### config.mk
export PLATFORM = sky130hd
export DESIGN_NAME = updown_counter_gen
export DESIGN_NICKNAME = d
export VERILOG_FILES = /design/src/rtl/updown_counter_gen.sv
export SDC_FILE = /design/constraint.sdc
export NUM_CORES = 1
export LEC_CHECK = 0
export ABC_AREA = 1
export CAP_MARGIN = 20
export CORE_ASPECT_RATIO = 0.9
export CORE_MARGIN = 2
export CORE_UTILIZATION = 35
export DETAILED_ROUTE_END_ITERATION = 8
export HOLD_SLACK_MARGIN = 0.02
export PLACE_DENSITY = 0.57
export RECOVER_POWER = 50
export SETUP_SLACK_MARGIN = 0.02
export SYNTH_ARGS = -nofsm -noshare
export SYNTH_HDL_FRONTEND = slang
export SYNTH_SLANG_ARGS = --single-unit
### constraint.sdc
create_clock -name clk -period 3.55 [get_ports clk]
set_input_delay 1.065 -clock clk [delete_from_list [all_inputs] [get_ports clk]]
set_output_delay 1.065 -clock clk [all_outputs]
set_load 0.01 [all_outputs]
### src/rtl/updown_counter_gen.sv
// Up/down counter with an enable-gated tick prescaler, synchronous load,
// programmable terminal value and wrap/saturate behaviour at the boundaries.
module updown_counter_gen #(
    parameter int              WIDTH    = 4,
    parameter int              TICK_DIV = 100000000,
    parameter longint unsigned MAX_VAL  = (64'd1 << WIDTH) - 64'd1,
    parameter bit              SATURATE = 1'b0
) (
    input  logic             clk,
    input  logic             rst,
    input  logic             en,
    input  logic             ctrl,
    input  logic             load,
    input  logic [WIDTH-1:0] load_val,
    output logic [WIDTH-1:0] count,
    output logic             tick,
    output logic             wrap,
    output logic             at_max,
    output logic             at_min
);

    localparam int              PW      = (TICK_DIV > 1) ? $clog2(TICK_DIV) : 1;
    localparam logic [PW-1:0]   PS_LAST = PW'(TICK_DIV - 1);
    localparam logic [WIDTH-1:0] MAX_C  = WIDTH'(MAX_VAL);
    localparam logic [WIDTH-1:0] ZERO_C = {WIDTH{1'b0}};
    // Value taken when a step runs off the top / bottom of the range.
    localparam logic [WIDTH-1:0] UP_EDGE_VAL = SATURATE ? MAX_C : ZERO_C;
    localparam logic [WIDTH-1:0] DN_EDGE_VAL = SATURATE ? ZERO_C : MAX_C;

    logic [WIDTH-1:0] r_count;
    logic [PW-1:0]    r_presc;
    logic             r_tick;
    logic             r_wrap;

    logic             w_step;
    logic             w_at_max;
    logic             w_at_min;
    logic [WIDTH-1:0] w_load_clamped;

    assign w_at_max       = (r_count == MAX_C);
    assign w_at_min       = (r_count == ZERO_C);
    assign w_step         = en && (r_presc == PS_LAST);
    assign w_load_clamped = (load_val > MAX_C) ? MAX_C : load_val;

    always_ff @(posedge clk) begin
        if (rst) begin
            r_count <= ZERO_C;
            r_presc <= '0;
            r_tick  <= 1'b0;
            r_wrap  <= 1'b0;
        end else if (load) begin
            // A step coinciding with a load is dropped and the phase restarts.
            r_count <= w_load_clamped;
            r_presc <= '0;
            r_tick  <= 1'b0;
            r_wrap  <= 1'b0;
        end else begin
            r_tick <= w_step;
            r_wrap <= 1'b0;
            if (w_step) begin
                r_presc <= '0;
                if (ctrl) begin
                    if (w_at_max) begin
                        r_count <= UP_EDGE_VAL;
                        r_wrap  <= 1'b1;
                    end else begin
                        r_count <= r_count + 1'b1;
                    end
                end else begin
                    if (w_at_min) begin
                        r_count <= DN_EDGE_VAL;
                        r_wrap  <= 1'b1;
                    end else begin
                        r_count <= r_count - 1'b1;
                    end
                end
            end else if (en) begin
                r_presc <= r_presc + 1'b1;
            end
        end
    end

    assign count  = r_count;
    assign tick   = r_tick;
    assign wrap   = r_wrap;
    assign at_max = w_at_max;
    assign at_min = w_at_min;

endmodule

Word level (Yosys, flattened, before mapping)
Index checks and enable logic that the tools add are counted.
{ "op_classes": {"n_shift": 0, "magnitude_cmp": 1, "n_mul": 0, "eq_ne": 2, "n_mux": 9, "n_addsub": 3, "bitwise_logic": 1, "reduce_logical": 6, "div_mod_pow": 0} }
{ "ops": {"columns": ["cell", "count"], "rows": [
  ["27-bit by 1-bit adder with 27-bit output, second input constant", 1],
  ["27-bit equality test, second input constant", 1],
  ["4-bit two-way mux", 6],
  ["3-bit OR reduction", 2],
  ["4-bit by 1-bit adder with 4-bit output, second input constant", 1],
  ["4-bit equality test, second input constant", 1],
  ["4-bit greater-than comparator, second input constant", 1],
  ["4-bit zero test", 1],
  ["4-bit by 1-bit subtractor with 4-bit output, second input constant", 1],
  ["1-bit two-way mux", 3],
  ["2-bit nonzero test", 1],
  ["2-bit OR reduction", 1],
  ["1-bit logical AND", 1],
  ["1-bit NOT", 1]
]} }
{ "word_totals": {"wordCells": 26, "ramBits": 0, "out_inout_bits": 8, "mem_count": 0, "regBits": 33, "mem_bits_ro": 0, "latch_bits": 0} }

Depth between registers and ports, before layout
{ "logic_depth": {"depth_word": 5, "mapped_depth": 10} }

Least setup slack after synthesis
No wires, ideal clock.
{ "synth_timing": {"path_type": "register to output", "startpoint": "reg r_count[0], in the netlist count[0]", "endpoint": "out at_min", "n_path_buf": 0, "arrival_time_ns": 0.894, "slack_ns": 1.591, "required_ns": 2.485, "path_stages_with_launch": 5, "cell_sequence": "dfxtp_1 -> inv_1 -> ha_1 -> nand2_1 -> nor2_1"} }
{ "synth_between": {"elab_chain_len": 1} }
{ "synth_rtl": {"columns": ["item", "line", "text"], "rows": [
  ["from (decl)", "30", "logic [WIDTH-1:0] r_count;"],
  ["from (signal assigned)", "53", "r_count <= w_load_clamped;"],
  ["from (signal assigned)", "67", "r_count <= r_count + 1'b1;"],
  ["from (signal assigned)", "74", "r_count <= r_count - 1'b1;"],
  ["4-bit zero test", "41", "assign w_at_min = (r_count == ZERO_C);"],
  ["to (decl)", "19", "output logic at_min"]
]} }
No other way between the ends.

Worst setup path in the final report
Same ends and word-level chain as after synthesis.

==> run summary <==
Pint -> 0.000557 W
setup bufs post-CTS -> 0
Period Utilization, post-route -> 0.801
area of the multi-input gates -> 0.00113 sq mm
global-route wire length before repair -> 7.54 mm
Final Setup Violations -> 0
gpl congestion -> 0.884
Bufs on Longest Clock Path -> 2
Flop pwr share -> 0.519
Syn Area/Cell -> 6.51 sq um
Yosys top cell by area -> dfxtp_1
ratio of cells with drive above 1 in the final layout -> 0.0774
clock sinks -> 33
Sw Pwr -> 0.000177 W
Seq/Total Area, Yosys -> 0.336
Chip Width -> 83.0 um
DRC viols -> 0
Worst Hold Class -> flop to flop
post-cts hold buffer count -> 0
fillcell total -> 567
row cnt -> 25
initial antenna violation count -> 0
die area -> 0.00624 sq mm
Crit Path Max Fanout -> 6
status -> finished, final reports clean
Fin Hold WS -> 0.494 ns
FFs w/ async S/R, synth -> 0
RSZ-0062 raised after global routing -> false
Comb pwr share -> 0.090
vias per cell -> 4.73
wire per inst -> 11.6 um
CP required -> 2.48 ns
HPWL Detailed -> 3.49 mm
top cells by count, synth -> nand2_1, nor2_1, inv_1
Yosys cell types -> 23
Port Buffers -> 16
CP startpoint kind -> flop
clock share of power -> 0.391
Worst-Margin Slew -> 0.323 ns
Synth Instances -> 302
Synth area leaders -> dfxtp_1, nand2_1, nor2_1
Routed Antenna Nets -> 0
Fmax achieved -> 352 MHz
CTS HTree Levels -> 2
Clock Latency Late Sink -> 0.29 ns
GR Overflow Total -> 0
post-synth top area share -> 0.336
clock root cell -> clkbuf_8
r2r setup slk -> 1.82 ns
Via Count -> 1843
post-CTS sizing -> 0
Layout Skew -> 0.00818 ns
largest net degree at the start of global routing -> 25
worst setup path class -> flop to primary output
Iter 0 DRT Violations -> 93
Num CTS Buffers -> 5
Switching Fraction -> 0.241
Critical Path AT -> 1.78 ns
Placement Setup Slack -> 0.812 ns
GRT Overall Usage -> 0.154
FF/Latch Area -> 661 sq um
Die Ht -> 75.1 um
accumulated negative setup slack -> 0 ns
CTS tree -> done
post-layout min period -> 2.84 ns
cell with the most instances after synthesis -> nand2_1
Slew Limit Headroom -> 0.784
Starting Density -> 0.368
worst vdd ir -> 0.000184 V
Setup crit end kind -> primary output
synthesis-stage register bit count -> 33
number of synthesized flops with an enable pin -> 0
Final nets -> 335
first drt pass iteration count -> 4
clock-pin slew of the registers on the worst-case setup and hold paths -> 0.07 ns
PD cells -> 324 mW/mm^2
max_cap viols -> 0
Synth Flop Type -> dfxtp_1
Net Count, Synth -> 314
io pins -> 17
Mapped Area -> 0.00197 sq mm
diodes inserted -> 0
total detailed-routing wirelength -> 4.51 mm
vias in the first global route -> 1631
final slew viol count -> 0
worst setup margin -> 0.705 ns
Hold Vio Cnt, Final -> 0
synthesis-to-finish area growth -> 15.3%
core area -> 0.00535 sq mm
Leak -> 0.876 nW
YS warnings -> 0
[area by class of cell]
type | count | share of cell area
Clock buffer | 7 | 0.0381
Inverter | 39 | 0.0646
Multi-Input combinational cell | 228 | 0.498
Sequential cell | 33 | 0.291
Tap cell | 67 | 0.0370
Timing Repair Buffer | 16 | 0.0706
[per-layer routing]
layer	vias to the layer above	part of all wire	wire length, um	global-route usage
li1	986	-	-	-
met1	818	0.53	2380	0.207
met2	33	0.42	1880	0.238
met3	6	0.039	174	0.0395
met4	0	0.016	70	0.0656
met5	-	0	0	0
[power by group through the flow]
stage / sequential (W) / combinational (W) / clock, W
floorplan: 0.000389 / 0.0000380 / 0
global placement: 0.000390 / 0.0000673 / 0
detailed placement: 0.000390 / 0.0000678 / 0
CTS: 0.000381 / 0.0000679 / 0.000295
global route: 0.000382 / 0.0000749 / 0.000314
finish: 0.000381 / 0.0000659 / 0.000287
[through the flow]
stage | util | area, sq um | std cells | power, W
finish | 0.424 | 2270 | 390 | 0.000734
global route | 0.424 | 2270 | 390 | 0.000770
CTS | 0.425 | 2270 | 390 | 0.000744
detailed placement | 0.409 | 2190 | 383 | 0.000457
global placement | 0.409 | 2190 | 383 | 0.000457
floorplan | - | 1970 | 302 | 0.000427
[worst paths after layout]
kind,start,endpoint,cells past startpoint
worst max-delay path,count[0],at_min,5
worst min-delay path,r_presc[1],r_presc[1],2
worst max register to register,r_presc[0],count[1],8
worst min register to register,r_presc[1],r_presc[1],2
[placed cells by master (no fill, tap or decap)]
| cell type | n |
|---|---|
| nand3_4 | 1 |
| nand2_1 | 78 |
| nor4_1 | 1 |
| nor3_1 | 4 |
| nand3_2 | 1 |
| nand2_2 | 6 |
| xor2_1 | 11 |
| nand3_1 | 22 |
| inv_1 | 38 |
| o21ai_0 | 6 |
| nor2_4 | 3 |
| nor3_4 | 1 |
| clkdlybuf4s50_1 | 9 |
| nand3b_1 | 1 |
| nor3_2 | 1 |
| nor2_1 | 60 |
| xnor2_1 | 3 |
| inv_2 | 1 |
| dlygate4sd3_1 | 7 |
| clkbuf_8 | 6 |
| nor2_2 | 5 |
| a21oi_1 | 8 |
| ha_1 | 3 |
| nand4_1 | 13 |
| dfxtp_1 | 33 |
| clkbuf_1 | 1 |
[flip-flops by register name, summed over array words and instances (netlist names)]
register / cells
count: 4
r_presc: 27
tick: 1
wrap: 1
[logic make-up (layout without fill, tap and decap cells)]
group,count (synthesis),after routing,share of synthesized area
and+or+nand+nor,197,197,0.461
buffers and inverters,41,62,0.0859
DFF,33,33,0.336
AOI/OAI and AO/OA,14,14,0.0356
xor gates and xnor gates,14,14,0.0623
adders and majority gates,3,3,0.0191
[critical path: stages, from the launching register on]
cell and delay, ns:
dfxtp_1 0.36, inv_1 0.15, ha_1 0.18, nand2_1 0.07
nor2_1 0.16, clkdlybuf4s50_1 0.57
Note: power is estimated with default switching activity, not from simulation.
